File: config.mk
export PLATFORM = sky130hd
export DESIGN_NAME = dap_swj_seq_ctrl_flat
export DESIGN_NICKNAME = d
export VERILOG_FILES = /design/src/rtl/dap_swj_seq_ctrl_if.sv /design/src/rtl/dap_swj_seq_ctrl.sv /design/src/flat_wrapper.sv
export SDC_FILE = /design/constraint.sdc
export NUM_CORES = 1
export LEC_CHECK = 0
export BUFFER_PORTS_ARGS = -buffer_cell sky130_fd_sc_hd__buf_4
export CAP_MARGIN = 10
export CORE_MARGIN = 1.5
export CORE_UTILIZATION = 47
export CTS_BUF_LIST = sky130_fd_sc_hd__clkbuf_4 sky130_fd_sc_hd__clkbuf_8
export CTS_CLUSTER_SIZE = 12
export DETAILED_ROUTE_END_ITERATION = 8
export PLACE_DENSITY = 0.85
export REMOVE_ABC_BUFFERS = 1
export SLEW_MARGIN = 20
export SYNTH_ARGS = -nofsm -noshare
export SYNTH_HDL_FRONTEND = slang
export SYNTH_SLANG_ARGS = --single-unit
File: constraint.sdc
create_clock -name sclk -period 4.7 [get_ports sclk]
set_input_delay 0.235 -clock sclk [delete_from_list [all_inputs] [get_ports sclk]]
set_output_delay 0.235 -clock sclk [all_outputs]
set_load 0.1 [all_outputs]
File: src/rtl/dap_swj_seq_ctrl_if.sv
// ---------------------------------------------------------------------------
// dap_swj_seq_ctrl_if
// Bundle of all non-clock/non-reset signals of the SWJ sequence splitter.
//   req_valid / req_ready / req_bits   : sequence request from the command decoder
//   word_valid / word_ready / word_data: 64-bit sequence data words, LSB first
//   abort                              : level request to stop after the current chunk
//   eng_tx_valid / eng_tx_cmd / eng_tx_data / eng_done : SWJ sequence engine link
//   busy / done / status               : controller progress and completion report
// Modports:
//   slave  - the controller (dap_swj_seq_ctrl)
//   master - the environment driving requests, words, abort and engine completion
// ---------------------------------------------------------------------------
interface dap_swj_seq_ctrl_if ();
   logic        req_valid;
   logic        req_ready;
   logic [8:0]  req_bits;
   logic        word_valid;
   logic        word_ready;
   logic [63:0] word_data;
   logic        abort;
   logic        eng_tx_valid;
   logic [15:0] eng_tx_cmd;
   logic [63:0] eng_tx_data;
   logic        eng_done;
   logic        busy;
   logic        done;
   logic [1:0]  status;

   modport slave (
      input  req_valid, req_bits, word_valid, word_data, abort, eng_done,
      output req_ready, word_ready, eng_tx_valid, eng_tx_cmd, eng_tx_data,
             busy, done, status
   );

   modport master (
      output req_valid, req_bits, word_valid, word_data, abort, eng_done,
      input  req_ready, word_ready, eng_tx_valid, eng_tx_cmd, eng_tx_data,
             busy, done, status
   );
endinterface

File: src/rtl/dap_swj_seq_ctrl.sv
// ---------------------------------------------------------------------------
// dap_swj_seq_ctrl
// Splits an SWJ_Sequence request of up to 256 bits into chunks of at most 64
// bits, hands each chunk to the SWJ sequence engine and waits for the engine's
// completion edge before fetching the next word. Reports OK / ABORT / TIMEOUT.
// Ports:
//   sclk    in  clock
//   resetn  in  asynchronous active-low reset
//   bus     slave modport of dap_swj_seq_ctrl_if (request, word stream,
//           abort, engine link, busy/done/status)
// Parameters:
//   SWJ_CMD      opcode placed in eng_tx_cmd[15:12]
//   MIN_GAP      minimum cycles eng_tx_valid stays low between chunks (>=2)
//   TIMEOUT_CYC  WAIT cycles allowed without an engine completion edge
// ---------------------------------------------------------------------------
module dap_swj_seq_ctrl #(
   parameter logic [3:0] SWJ_CMD     = 4'h1,
   parameter int         MIN_GAP     = 2,
   parameter int         TIMEOUT_CYC = 1024
) (
   input  logic              sclk,
   input  logic              resetn,
   dap_swj_seq_ctrl_if.slave bus
);

   localparam int TW = $clog2(TIMEOUT_CYC);
   localparam int GW = $clog2(MIN_GAP);
   localparam logic [TW-1:0] TO_LAST  = TW'(TIMEOUT_CYC - 1);
   localparam logic [GW-1:0] GAP_LAST = GW'(MIN_GAP - 1);

   localparam logic [1:0] ST_OK      = 2'd0;
   localparam logic [1:0] ST_ABORT   = 2'd1;
   localparam logic [1:0] ST_TIMEOUT = 2'd2;

   typedef enum logic [2:0] {
      S_IDLE,
      S_FETCH,
      S_ISSUE,
      S_WAIT,
      S_GAP,
      S_DRAIN,
      S_FINISH
   } state_t;

   state_t        state_reg;
   logic [8:0]    rem_reg;
   logic [2:0]    words_left_reg;
   logic [TW-1:0] to_cnt_reg;
   logic [GW-1:0] gap_cnt_reg;
   logic          abort_seen_reg;
   logic          eng_done_q_reg;

   logic          req_ready_reg;
   logic          word_ready_reg;
   logic          eng_tx_valid_reg;
   logic [15:0]   eng_tx_cmd_reg;
   logic [63:0]   eng_tx_data_reg;
   logic          busy_reg;
   logic          done_reg;
   logic [1:0]    status_reg;

   logic [8:0]    req_len;
   logic [2:0]    req_words;
   logic [8:0]    chunk;
   logic          done_edge;
   logic          word_hs;
   logic          abort_any;

   // A request field of 0 encodes the maximum length of 256 bits.
   assign req_len   = (bus.req_bits == 9'd0) ? 9'd256 : bus.req_bits;
   assign req_words = 3'(({1'b0, req_len} + 10'd63) >> 6);
   assign chunk     = (rem_reg > 9'd64) ? 9'd64 : rem_reg;
   // The engine may hold eng_done for several cycles; only its rising edge counts.
   assign done_edge = bus.eng_done & ~eng_done_q_reg;
   assign word_hs   = bus.word_valid & word_ready_reg;
   // Abort is a level; remember it so a pulse during FETCH/ISSUE/WAIT is not lost.
   assign abort_any = abort_seen_reg | bus.abort;

   always_ff @(posedge sclk or negedge resetn) begin
      if (!resetn) begin
         state_reg        <= S_IDLE;
         rem_reg          <= '0;
         words_left_reg   <= '0;
         to_cnt_reg       <= '0;
         gap_cnt_reg      <= '0;
         abort_seen_reg   <= 1'b0;
         eng_done_q_reg   <= 1'b0;
         req_ready_reg    <= 1'b1;
         word_ready_reg   <= 1'b0;
         eng_tx_valid_reg <= 1'b0;
         eng_tx_cmd_reg   <= '0;
         eng_tx_data_reg  <= '0;
         busy_reg         <= 1'b0;
         done_reg         <= 1'b0;
         status_reg       <= ST_OK;
      end else begin
         eng_done_q_reg <= bus.eng_done;
         done_reg       <= 1'b0;
         if (state_reg != S_IDLE && bus.abort) begin
            abort_seen_reg <= 1'b1;
         end

         case (state_reg)
            S_IDLE: begin
               if (bus.req_valid) begin
                  rem_reg        <= req_len;
                  words_left_reg <= req_words;
                  abort_seen_reg <= 1'b0;
                  status_reg     <= ST_OK;
                  req_ready_reg  <= 1'b0;
                  busy_reg       <= 1'b1;
                  word_ready_reg <= 1'b1;
                  state_reg      <= S_FETCH;
               end
            end

            S_FETCH: begin
               if (word_hs) begin
                  eng_tx_data_reg <= bus.word_data;
                  eng_tx_cmd_reg  <= {SWJ_CMD, 4'h0, chunk[7:0]};
                  rem_reg         <= rem_reg - chunk;
                  words_left_reg  <= words_left_reg - 3'd1;
                  word_ready_reg  <= 1'b0;
                  state_reg       <= S_ISSUE;
               end
            end

            S_ISSUE: begin
               eng_tx_valid_reg <= 1'b1;
               to_cnt_reg       <= '0;
               state_reg        <= S_WAIT;
            end

            S_WAIT: begin
               if (done_edge) begin
                  eng_tx_valid_reg <= 1'b0;
                  gap_cnt_reg      <= '0;
                  state_reg        <= S_GAP;
               end else if (to_cnt_reg == TO_LAST) begin
                  // Timeout wins over any abort already latched in this run.
                  eng_tx_valid_reg <= 1'b0;
                  status_reg       <= ST_TIMEOUT;
                  if (words_left_reg == 3'd0) begin
                     done_reg  <= 1'b1;
                     state_reg <= S_FINISH;
                  end else begin
                     word_ready_reg <= 1'b1;
                     state_reg      <= S_DRAIN;
                  end
               end else begin
                  to_cnt_reg <= to_cnt_reg + TW'(1);
               end
            end

            S_GAP: begin
               if (gap_cnt_reg != GAP_LAST) begin
                  gap_cnt_reg <= gap_cnt_reg + GW'(1);
               end else if (abort_any) begin
                  status_reg <= ST_ABORT;
                  if (words_left_reg == 3'd0) begin
                     done_reg  <= 1'b1;
                     state_reg <= S_FINISH;
                  end else begin
                     word_ready_reg <= 1'b1;
                     state_reg      <= S_DRAIN;
                  end
               end else if (rem_reg == 9'd0) begin
                  status_reg <= ST_OK;
                  done_reg   <= 1'b1;
                  state_reg  <= S_FINISH;
               end else begin
                  word_ready_reg <= 1'b1;
                  state_reg      <= S_FETCH;
               end
            end

            S_DRAIN: begin
               // Remaining words are consumed so the decoder's stream stays aligned.
               if (word_hs) begin
                  words_left_reg <= words_left_reg - 3'd1;
                  if (words_left_reg == 3'd1) begin
                     word_ready_reg <= 1'b0;
                     done_reg       <= 1'b1;
                     state_reg      <= S_FINISH;
                  end
               end
            end

            S_FINISH: begin
               busy_reg      <= 1'b0;
               req_ready_reg <= 1'b1;
               state_reg     <= S_IDLE;
            end

            default: begin
               state_reg <= S_IDLE;
            end
         endcase
      end
   end

   assign bus.req_ready    = req_ready_reg;
   assign bus.word_ready   = word_ready_reg;
   assign bus.eng_tx_valid = eng_tx_valid_reg;
   assign bus.eng_tx_cmd   = eng_tx_cmd_reg;
   assign bus.eng_tx_data  = eng_tx_data_reg;
   assign bus.busy         = busy_reg;
   assign bus.done         = done_reg;
   assign bus.status       = status_reg;

endmodule

File: src/flat_wrapper.sv
// flat-port wrapper written by rule: the top's interface ports become plain ports
module dap_swj_seq_ctrl_flat 
#(
   parameter logic [3:0] SWJ_CMD     = 4'h1,
   parameter int         MIN_GAP     = 2,
   parameter int         TIMEOUT_CYC = 1024
)
  (sclk, resetn, bus_req_valid, bus_req_bits, bus_word_valid, bus_word_data, bus_abort, bus_eng_done, bus_req_ready, bus_word_ready, bus_eng_tx_valid, bus_eng_tx_cmd, bus_eng_tx_data, bus_busy, bus_done, bus_status);
  dap_swj_seq_ctrl_if bus_i ();
  input  logic sclk;
  input  logic resetn;
  input wire logic [$bits(bus_i.req_valid)-1:0] bus_req_valid;
  input wire logic [$bits(bus_i.req_bits)-1:0] bus_req_bits;
  input wire logic [$bits(bus_i.word_valid)-1:0] bus_word_valid;
  input wire logic [$bits(bus_i.word_data)-1:0] bus_word_data;
  input wire logic [$bits(bus_i.abort)-1:0] bus_abort;
  input wire logic [$bits(bus_i.eng_done)-1:0] bus_eng_done;
  output wire logic [$bits(bus_i.req_ready)-1:0] bus_req_ready;
  output wire logic [$bits(bus_i.word_ready)-1:0] bus_word_ready;
  output wire logic [$bits(bus_i.eng_tx_valid)-1:0] bus_eng_tx_valid;
  output wire logic [$bits(bus_i.eng_tx_cmd)-1:0] bus_eng_tx_cmd;
  output wire logic [$bits(bus_i.eng_tx_data)-1:0] bus_eng_tx_data;
  output wire logic [$bits(bus_i.busy)-1:0] bus_busy;
  output wire logic [$bits(bus_i.done)-1:0] bus_done;
  output wire logic [$bits(bus_i.status)-1:0] bus_status;
  assign bus_i.req_valid = bus_req_valid;
  assign bus_i.req_bits = bus_req_bits;
  assign bus_i.word_valid = bus_word_valid;
  assign bus_i.word_data = bus_word_data;
  assign bus_i.abort = bus_abort;
  assign bus_i.eng_done = bus_eng_done;
  assign bus_req_ready = bus_i.req_ready;
  assign bus_word_ready = bus_i.word_ready;
  assign bus_eng_tx_valid = bus_i.eng_tx_valid;
  assign bus_eng_tx_cmd = bus_i.eng_tx_cmd;
  assign bus_eng_tx_data = bus_i.eng_tx_data;
  assign bus_busy = bus_i.busy;
  assign bus_done = bus_i.done;
  assign bus_status = bus_i.status;
  dap_swj_seq_ctrl #(.SWJ_CMD(SWJ_CMD), .MIN_GAP(MIN_GAP), .TIMEOUT_CYC(TIMEOUT_CYC)) u_core (.sclk(sclk), .resetn(resetn), .bus(bus_i));
endmodule
Word level (Yosys, flattened, before mapping)

Index checks and enable logic that the tools add are counted.

Multiplexer cells: 61
Equal/unequal tests: 21
Order comparisons: 1
Reductions and logical operators: 24
Bitwise gates (word level): 4
$add $sub $neg: 5

Operator list:

| operator                                                              | count |
|---|---|
| 9-bit 2-to-1 mux                                                      | 4 |
| 3-bit 2-to-1 mux                                                      | 11 |
| 1-bit 2-to-1 mux                                                      | 26 |
| 10-bit 2-to-1 mux                                                     | 2 |
| 10-bit one-hot mux with 2 select lines                                | 1 |
| 9-bit zero test                                                       | 2 |
| 3-bit one-hot mux with 6 select lines                                 | 1 |
| 9-bit one-hot mux with 2 select lines                                 | 1 |
| 2-bit 2-to-1 mux                                                      | 7 |
| 2-bit by 1-bit != test with 1-bit output, second input constant       | 7 |
| 6-bit AND reduction                                                   | 2 |
| 10-bit by 1-bit adder with 10-bit output, second input constant       | 1 |
| 10-bit equality test, second input constant                           | 1 |
| 2-bit nonzero test                                                    | 5 |
| 9-bit by 6-bit adder with 9-bit output, second input constant         | 1 |
| 3-bit equality test, second input constant                            | 3 |
| 9-bit by 7-bit > comparator with 1-bit output, second input constant  | 1 |
| 3-bit AND reduction                                                   | 3 |
| 9-bit AND reduction                                                   | 1 |
| 9-bit subtractor                                                      | 1 |
| 1-bit one-hot mux with 2 select lines                                 | 4 |
| 2-bit AND reduction                                                   | 4 |
| 3-bit by 1-bit equality test with 1-bit output, second input constant | 2 |
| 3-bit by 2-bit equality test with 1-bit output, second input constant | 2 |
| other kinds (17)                                                      | 23 |

Bits of input ports: 79
Output and inout bits: 87
Word-level logic and storage cells: 131
Register bits: 108

Longest topological paths before layout

Gate-level depths: netlist of the first run.

Depth in word-level cells: 5
Gate-level depth with buffers: 10
Mapped depth without buffers: 9

Least setup slack after synthesis of the first run

Ideal clock, no wire load.

Path kind: reg-to-reg
Start point: reg u_core.word_ready_reg, in the netlist u_core.bus.word_ready
End point: reg u_core.rem_reg[2]
Data required time: 4.577 ns
Setup time: 0.123 ns
Path slack: 2.563 ns
Stages on the path, launching flop included: 6
Path buffers: 0
Arrival: 2.015 ns
Clock period less this slack: 2.137 ns
Path through: dfrtp_1 > nand3_1 > a211oi_1 > inv_1 > or3_1 > o221a_2

Longest elaborated chain between the ends: 3

RTL lines:

| item                                               | RTL line                | RTL |
|---|---|---|
| start: declaration                                 | dap_swj_seq_ctrl.sv:54  | `logic word_ready_reg;` |
| start signal: assignment                           | dap_swj_seq_ctrl.sv:89  | `word_ready_reg <= 1'b0;` |
| start signal: assignment                           | dap_swj_seq_ctrl.sv:112 | `word_ready_reg <= 1'b1;` |
| start signal: assignment                           | dap_swj_seq_ctrl.sv:123 | `word_ready_reg <= 1'b0;` |
| 1-bit bitwise AND                                  | dap_swj_seq_ctrl.sv:75  | `assign word_hs = bus.word_valid & word_ready_reg;` |
| 2-bit by 1-bit != test with 1-bit output (no line) | -                       |  |
| 3-bit AND reduction (no line)                      | -                       |  |
| end signal: assignment                             | dap_swj_seq_ctrl.sv:106 | `rem_reg <= req_len;` |
| end signal: assignment                             | dap_swj_seq_ctrl.sv:121 | `rem_reg <= rem_reg - chunk;` |
| end: declaration                                   | dap_swj_seq_ctrl.sv:46  | `logic [8:0] rem_reg;` |

Every way passes these cells.
A chain may end at the register's enable or synchronous reset.

Worst setup path in the final report of the first run

Start point: reg u_core.state_reg[1]
End point: reg u_core.eng_tx_cmd_reg[7], in the netlist u_core.bus.eng_tx_cmd[7]

Longest elaborated chain between the ends: 2

RTL lines:

| item                                           | RTL line                | RTL |
|---|---|---|
| start: declaration                             | dap_swj_seq_ctrl.sv:45  | `state_t state_reg;` |
| start signal: assignment                       | dap_swj_seq_ctrl.sv:81  | `state_reg <= S_IDLE;` |
| start signal: assignment                       | dap_swj_seq_ctrl.sv:113 | `state_reg <= S_FETCH;` |
| start signal: assignment                       | dap_swj_seq_ctrl.sv:124 | `state_reg <= S_ISSUE;` |
| 3-bit by 1-bit equality test with 1-bit output | dap_swj_seq_ctrl.sv:103 | `case (state_reg)` |
| 2-bit AND reduction (no line)                  | -                       |  |
| end signal: assignment                         | dap_swj_seq_ctrl.sv:120 | `eng_tx_cmd_reg <= {SWJ_CMD, 4'h0, chunk[7:0]};` |
| end: declaration                               | dap_swj_seq_ctrl.sv:56  | `logic [15:0] eng_tx_cmd_reg;` |

Every way passes these cells.

==> results.ini, run 1 <==
[global_routing]
grt_pass1_vias=4178
grt-ovfl-total=0
grt_max_degree=79
track_usage_pct=22.7
grt_pass1_wl_um=20100
antenna_found_initial=0

[clock_tree]
cts_buffer_depth=2
numCtsBuffers=9
postCtsSetupBuffers=0
cts_tree=done
cts_resized=0
ctsHoldBuffers=1
cts_sinks=108
clk_pin_slew_ps=110
cts_root_buf=clkbuf_8
clk_latency_ps=370
cts.htree.levels=3

[synth]
synth_most_common_cell=nand2_1
synthTopCellsByCount=213 x nand2_1, 107 x dfrtp_1, 27 x nor2_1
synthTopCellsByArea=dfrtp_1 55%, nand2_1 16%, nor2_1 2.1%, nand3_1 1.4%, ha_1 1.3%
synth-seq-cells=108
synth_top_area_share_pct=54.7
syn_avg_cell_area_um2=9.10
netlist_area_um2=4890
synth.largest_area_cell=dfrtp_1
ys_warn_count=0
synthFlopType=dfrtp_1
async_flop_share_pct=100
synthCells=538
synth.distinct_cells=63
synth-edff-count=0
yosysSeqAreaShare_pct=55.3

[setup_path]
worstPathArrival_ps=2840
startpoint_type=flop
cpPeakStageDelay_ps=600
worstPathRequired_ps=4960
critPathKind=flop to flop
crit_chain=nand2b_1 > nor2_2 > nand3_2 > buf_4 > and2_1
crit_fanout=46
crit_path_end_kind=flop
slowest_stage=dfrtp_1

[sta]
setup_violations=0
slew_violations=0
finalHoldViolCount=0
fin_worst_skew_ps=8.56
max_freq_ghz=0.388
rsz0062_at_grt=false
finalSetupTns_ps=0
slew_headroom_pct=36.5
period_needed_ps=2580
tightestPinTransition_ps=952
finalCritPeriodShare_pct=54.8

[die]
boundaryPins=166
initial_core_util_pct=47.8
die_height_um=105
num_rows=37
die_x_um=105
dieArea_um2=11000
core_um2=10200

[route]
ant_nets=0
drtIter0Drc=340
wirelength_um=12400
post-route-drc-count=0
num_vias=4404
routed_via_density=5.34
wire_per_inst_um=15.1
dr.pass1.iters=5

[final_layout]
regArea_um2=2700
largest_register_ff_count=64
multi_input_area_um2=2020
drive_above_1_share_pct=28.3
diodes=0
n_fill_cell=846
nNetsFinal=768
area_delta_synth_final_pct=29.3

[placed_design]
gp_congestion=0.940
port-buffer-count=158
hpwl_um=9010

[job]
cap_violations=0

[outcome]
status=finished, final reports clean

[worst_hold_path]
hp-class=input port to async pin

-- worst max-delay path: cells and delay by family, from the launching register on --
| family | cells | cell delay (ps) |
|---|---|---|
| AND/OR/NAND/NOR | 4 | 1360 |
| flip-flops | 1 | 600 |
| buffers and inverters | 1 | 490 |
-- layer usage --
metal  global-route usage, %  wire [um]  up-vias
met2                    38.3       6150      206
met5                       0          0        -
li1                        -          -     2061
met3                    2.93        688       36
met4                    9.98        398        0
met1                    29.3       5200     2101
-- stage by stage --
stage | std cells | hold slack [ps] | setup WS [ps] | utilization [%] | instance area (um2)
5_1_grt | 825 | 44.2 | 1890 | 61.8 | 6330
6_report | 825 | 1.35 | 2120 | 61.8 | 6330
3_5_place_dp | 808 | 358 | 1970 | 59.8 | 6120
3_3_place_gp | 808 | 356 | 1990 | 59.8 | 6120
2_1_floorplan | 511 | -60.6 | 1270 | - | 4740
4_1_cts | 825 | 34.1 | 1950 | 61.8 | 6320
-- path summary, 6_finish.rpt --
kind,startpoint,cells past startpoint,endpoint,slack [ps]
worst max-delay path,u_core.state_reg[1]$_DFFE_PN0P_,5,u_core.bus.eng_tx_cmd[7]$_DFFE_PN0P_,2120
worst min-delay path,resetn,1,u_core.eng_done_q_reg$_DFF_PN0_,1
worst max register to register,u_core.state_reg[1]$_DFFE_PN0P_,5,u_core.bus.eng_tx_cmd[7]$_DFFE_PN0P_,2120
worst min register to register,u_core.bus.eng_tx_cmd[0]$_DFFE_PN0P_,2,u_core.bus.eng_tx_cmd[0]$_DFFE_PN0P_,480
max in group asynchronous,resetn,2,u_core.bus.eng_tx_data[61]$_DFFE_PN0P_,3750
min in group sclk,bus_word_data[52],3,u_core.bus.eng_tx_data[52]$_DFFE_PN0P_,40
-- area by class of cell --
cell class / instances / share of cell area (%)
Clock buffer: 10 / 2.08
Clock inverter: 6 / 0.890
Inverter: 8 / 0.475
Multi-Input combinational cell: 395 / 31.9
Sequential cell: 108 / 42.7
Tap cell: 136 / 2.69
Timing Repair Buffer: 162 / 19.3
-- cells by family (layout without fill, tap and decap cells) --
group,Yosys count,after routing,share of synthesized area [%]
simple gates,309,309,27.9
flops,108,108,55.3
compound gates,60,60,8.62
buf+inv,41,186,4.30
xor+xnor,8,8,1.43
fa+ha+maj,5,5,1.28
mux,5,5,1.07
other cells,2,8,0.153
-- layout by cell type (no fill, tap or decap), types with 8 or more instances in the layout --
| master | n |
|---|---|
| conb_1 | 8 |
| inv_1 | 8 |
| a21oi_1 | 12 |
| nor2_1 | 27 |
| nand2_1 | 213 |
| nand2b_1 | 9 |
| buf_4 | 161 |
| nand3_1 | 13 |
| o21ai_0 | 10 |
| clkbuf_8 | 9 |
| dfrtp_1 | 107 |
| nor4_1 | 8 |
Power of run 1 is not shown: default switching activity piles up to over one toggle a cycle in this logic, so the estimate is an artifact.
==> run 2: changes to the inputs <==
--- a/config.mk
+++ b/config.mk
@@ -5,6 +5,7 @@
 export SDC_FILE = /design/constraint.sdc
 export NUM_CORES = 1
 export LEC_CHECK = 0
+export ABC_AREA = 1
 export BUFFER_PORTS_ARGS = -buffer_cell sky130_fd_sc_hd__buf_4
 export CAP_MARGIN = 10
 export CORE_MARGIN = 1.5
@@ -12,7 +13,7 @@
 export CTS_BUF_LIST = sky130_fd_sc_hd__clkbuf_4 sky130_fd_sc_hd__clkbuf_8
 export CTS_CLUSTER_SIZE = 12
 export DETAILED_ROUTE_END_ITERATION = 8
-export PLACE_DENSITY = 0.85
+export PLACE_DENSITY = 0.88
 export REMOVE_ABC_BUFFERS = 1
 export SLEW_MARGIN = 20
 export SYNTH_ARGS = -nofsm -noshare
==> constraint.sdc (replaced) <==
create_clock -name sclk -period 2.15 [get_ports sclk]
set_input_delay 0.1075 -clock sclk [delete_from_list [all_inputs] [get_ports sclk]]
set_output_delay 0.1075 -clock sclk [all_outputs]
set_load 0.1 [all_outputs]
==> run 2 against run 1 <==
  * Via count rose by 13%
  * Routed wire length is 20% higher
  * Worst hold slack better by 52 ps
  * Synthesized cell count increased by 13%
  * Die area rose by 2.6%
  * Fmax grew 30%
  * Critical path type unchanged
==> results.ini, run 2 <==
[outcome]
status=finished, final reports clean

[setup_path]
worstReg2RegEnd=u_core.rem_reg[6]$_DFFE_PN0P_
r2r_cells=14
critPathKind=flop to flop
startpoint_type=flop
worstPathArrival_ps=2230
r2r-start=u_core.rem_reg[6]$_DFFE_PN0P_
worstPathRequired_ps=2390
crit_fanout=9
crit_path_end_kind=flop
rrSetupSlack_ps=160

[final_layout]
post-route-util_pct=69.6
largest_register_ff_count=64
n_fill_cell=730
nNetsFinal=918
drive_above_1_share_pct=26.1
multi_input_area_um2=2010
area_delta_synth_final_pct=43.6
final_common_cell=nand2_1
regArea_um2=2700
final_cell_mix=267 x nand2_1, 164 x buf_4, 107 x dfrtp_1

[pwr]
ir_drop_mv=0.458
totalPowerFinal_w=0.00362
p_int_w=0.00269
switching_share_pct=25.7
power.density_nw_per_um2=501
p_seq_share_pct=56.8
p_comb_share_pct=11.1
clkPwrFrac_pct=32.2
p_leak_nw=3.93
p_switching_w=0.000930

[sta]
finalCritPeriodShare_pct=92.5
slew_violations=0
tightestPinTransition_ps=614
finalSetupTns_ps=0
finalHoldViolCount=0
period_needed_ps=1990
fin_worst_skew_ps=20.1
setup_ws_ps=162
max_freq_ghz=0.503
slew_headroom_pct=59.1
setup_violations=0
whs_ps=53.6

[clock_tree]
cts_tree=done
clk_latency_ps=370
cts.htree.levels=3
numCtsBuffers=9
cts_buffer_depth=2
cts_root_buf=clkbuf_8
cts_sinks=108
clk_pin_slew_ps=110

[synth]
synth_xor_area_share_pct=0.697
synth_compound_area_share_pct=6.57
synthCells=608
netlist_area_um2=5020
synthSimpleGateAreaFrac_pct=30.4
synthTopCellsByArea=dfrtp_1 53%, nand2_1 20%, inv_1 2.8%, nand3_1 2.5%, o21ai_0 2.4%
synth_top_family_by_area=simple AND/OR/NAND/NOR gates
synth.largest_area_cell=dfrtp_1
synth_most_common_cell=nand2_1
synth_top_area_share_pct=53.3
ys_warn_count=0
synthFlopType=dfrtp_1
async_flop_share_pct=100
synth_adder_area_share_pct=1.25
synth-edff-count=0
syn_avg_cell_area_um2=8.26
yosysSeqAreaShare_pct=53.8
synth_mux_area_share_pct=0.448
synthTopCellsByCount=267 x nand2_1, 107 x dfrtp_1, 37 x inv_1
synth.distinct_cells=38
synth-seq-cells=108

[global_routing]
grt_pass1_vias=4915
grt_pass1_wl_um=23600
track_usage_pct=26.4
grt-ovfl-total=0
antenna_found_initial=0
grt_max_degree=69

[worst_hold_path]
min_path_cells=3
hold_start=bus_req_bits[2]
hp-class=input port to flop
holdPathEnd=u_core.rem_reg[2]$_DFFE_PN0P_

[job]
cap_violations=0

[route]
routed_via_density=5.09
wire_per_inst_um=15.3
dr.pass1.iters=5
ant_nets=0
num_vias=4965
drtIter0Drc=434
post-route-drc-count=0
wirelength_um=14900

[die]
initial_core_util_pct=48.5
die_height_um=106
die_x_um=106
num_rows=37
core_um2=10400
dieArea_um2=11300
boundaryPins=166

[placed_design]
dp_slack_ps=259
port-buffer-count=158
hpwl_um=8950
gp_congestion=0.881

[run 2: cell count changes after synthesis, sizes merged, moves of 4 or more]
| cell | previous run | this run |
|---|---|---|
| o31ai | 2 | 6 |
| a211oi | 4 | 0 |
| xnor2 | 7 | 1 |
| nor2 | 28 | 39 |
| a22o | 7 | 0 |
| clkbuf | 14 | 6 |
| nand3 | 14 | 29 |
| nand2b | 9 | 0 |
| nor4 | 9 | 1 |
| inv | 8 | 48 |
| nand2 | 213 | 270 |
| o21ai | 11 | 29 |
[run 2: kinds of logic (layout without fill, tap and decap cells)]
logic type,count (synthesis),in the layout
DFF,108,108
buffers and inverters,74,298
and+or+nand+nor,354,354
xor gates and xnor gates,4,4
adders and majority gates,5,5
AOI/OAI and AO/OA,59,59
other,2,9
muxes,2,2
[run 2: per-layer routing]
metal / global-route usage, % / vias to the layer above / part of all wire (%)
li1: - / 2348 / -
met1: 31.4 / 2304 / 40
met2: 46.3 / 253 / 49
met3: 4.84 / 60 / 6.9
met4: 12.0 / 0 / 3.8
met5: 0 / - / 0
[run 2: layout make-up]
| class | instances | area share, % |
|---|---|---|
| diodes | 1 | 0.0347 |
| clock inverters | 6 | 0.798 |
| well taps | 136 | 2.36 |
| multi-input cells | 432 | 27.9 |
| flip-flops and latches | 108 | 37.5 |
| inverters | 48 | 2.53 |
| repair buffers | 235 | 27.2 |
| clock buffers | 9 | 1.72 |
[run 2: worst max path at each step]
stage / slack, ps / to / start / depth (start not counted)
finish: 160 / u_core.rem_reg[6]$_DFFE_PN0P_ / u_core.rem_reg[6]$_DFFE_PN0P_ / 14
global route: -10 / u_core.rem_reg[6]$_DFFE_PN0P_ / u_core.rem_reg[6]$_DFFE_PN0P_ / 14
CTS: 220 / u_core.rem_reg[6]$_DFFE_PN0P_ / u_core.rem_reg[6]$_DFFE_PN0P_ / 14
detailed placement: 260 / u_core.rem_reg[6]$_DFFE_PN0P_ / u_core.rem_reg[6]$_DFFE_PN0P_ / 14
global placement: 330 / u_core.rem_reg[6]$_DFFE_PN0P_ / u_core.rem_reg[6]$_DFFE_PN0P_ / 14
floorplan: -960 / u_core.bus.eng_tx_cmd[0]$_DFFE_PN0P_ / u_core.bus.word_ready$_DFFE_PN0P_ / 6
[run 2: power by group through the flow]
| stage | Sequential [W] | Clock [W] | Combinational (W) |
|---|---|---|---|
| 6_report | 0.00205 | 0.00116 | 0.000400 |
| 2_1_floorplan | 0.00209 | 0 | 0.000112 |
| 3_5_place_dp | 0.00209 | 0 | 0.000282 |
| 5_1_grt | 0.00206 | 0.00127 | 0.000429 |
| 3_3_place_gp | 0.00209 | 0 | 0.000279 |
| 4_1_cts | 0.00205 | 0.00118 | 0.000386 |
[run 2: timing repair]
| item | CTS | global route |
|---|---|---|
| buffers inserted | 0 | 0 |
| endpoints found under the hold margin | 112 | 0 |
| hold buffers | 69 | 0 |
| gates resized for setup | 0 | 1 |
| setup endpoints to repair | 0 | 2 |
[run 2: worst max-delay path, cell delays in order, from the launching register on]
cell and delay (ps):
dfrtp_1 380, inv_1 80, nand2_1 150, nand2_1 150
nand3_4 140, nand2_1 110, ha_1 210, inv_1 80
nand3_1 150, inv_1 130, nand2_1 60, nand2_1 50
nand3_1 60, nand2_1 60, o21ai_1 70
[run 2: through the flow]
step,std cells,area (um2)
4_1_cts,974,7210
5_1_grt,974,7210
2_1_floorplan,588,4890
3_3_place_gp,890,6330
6_report,975,7220
3_5_place_dp,890,6330
(Power assumes the default switching activity.)
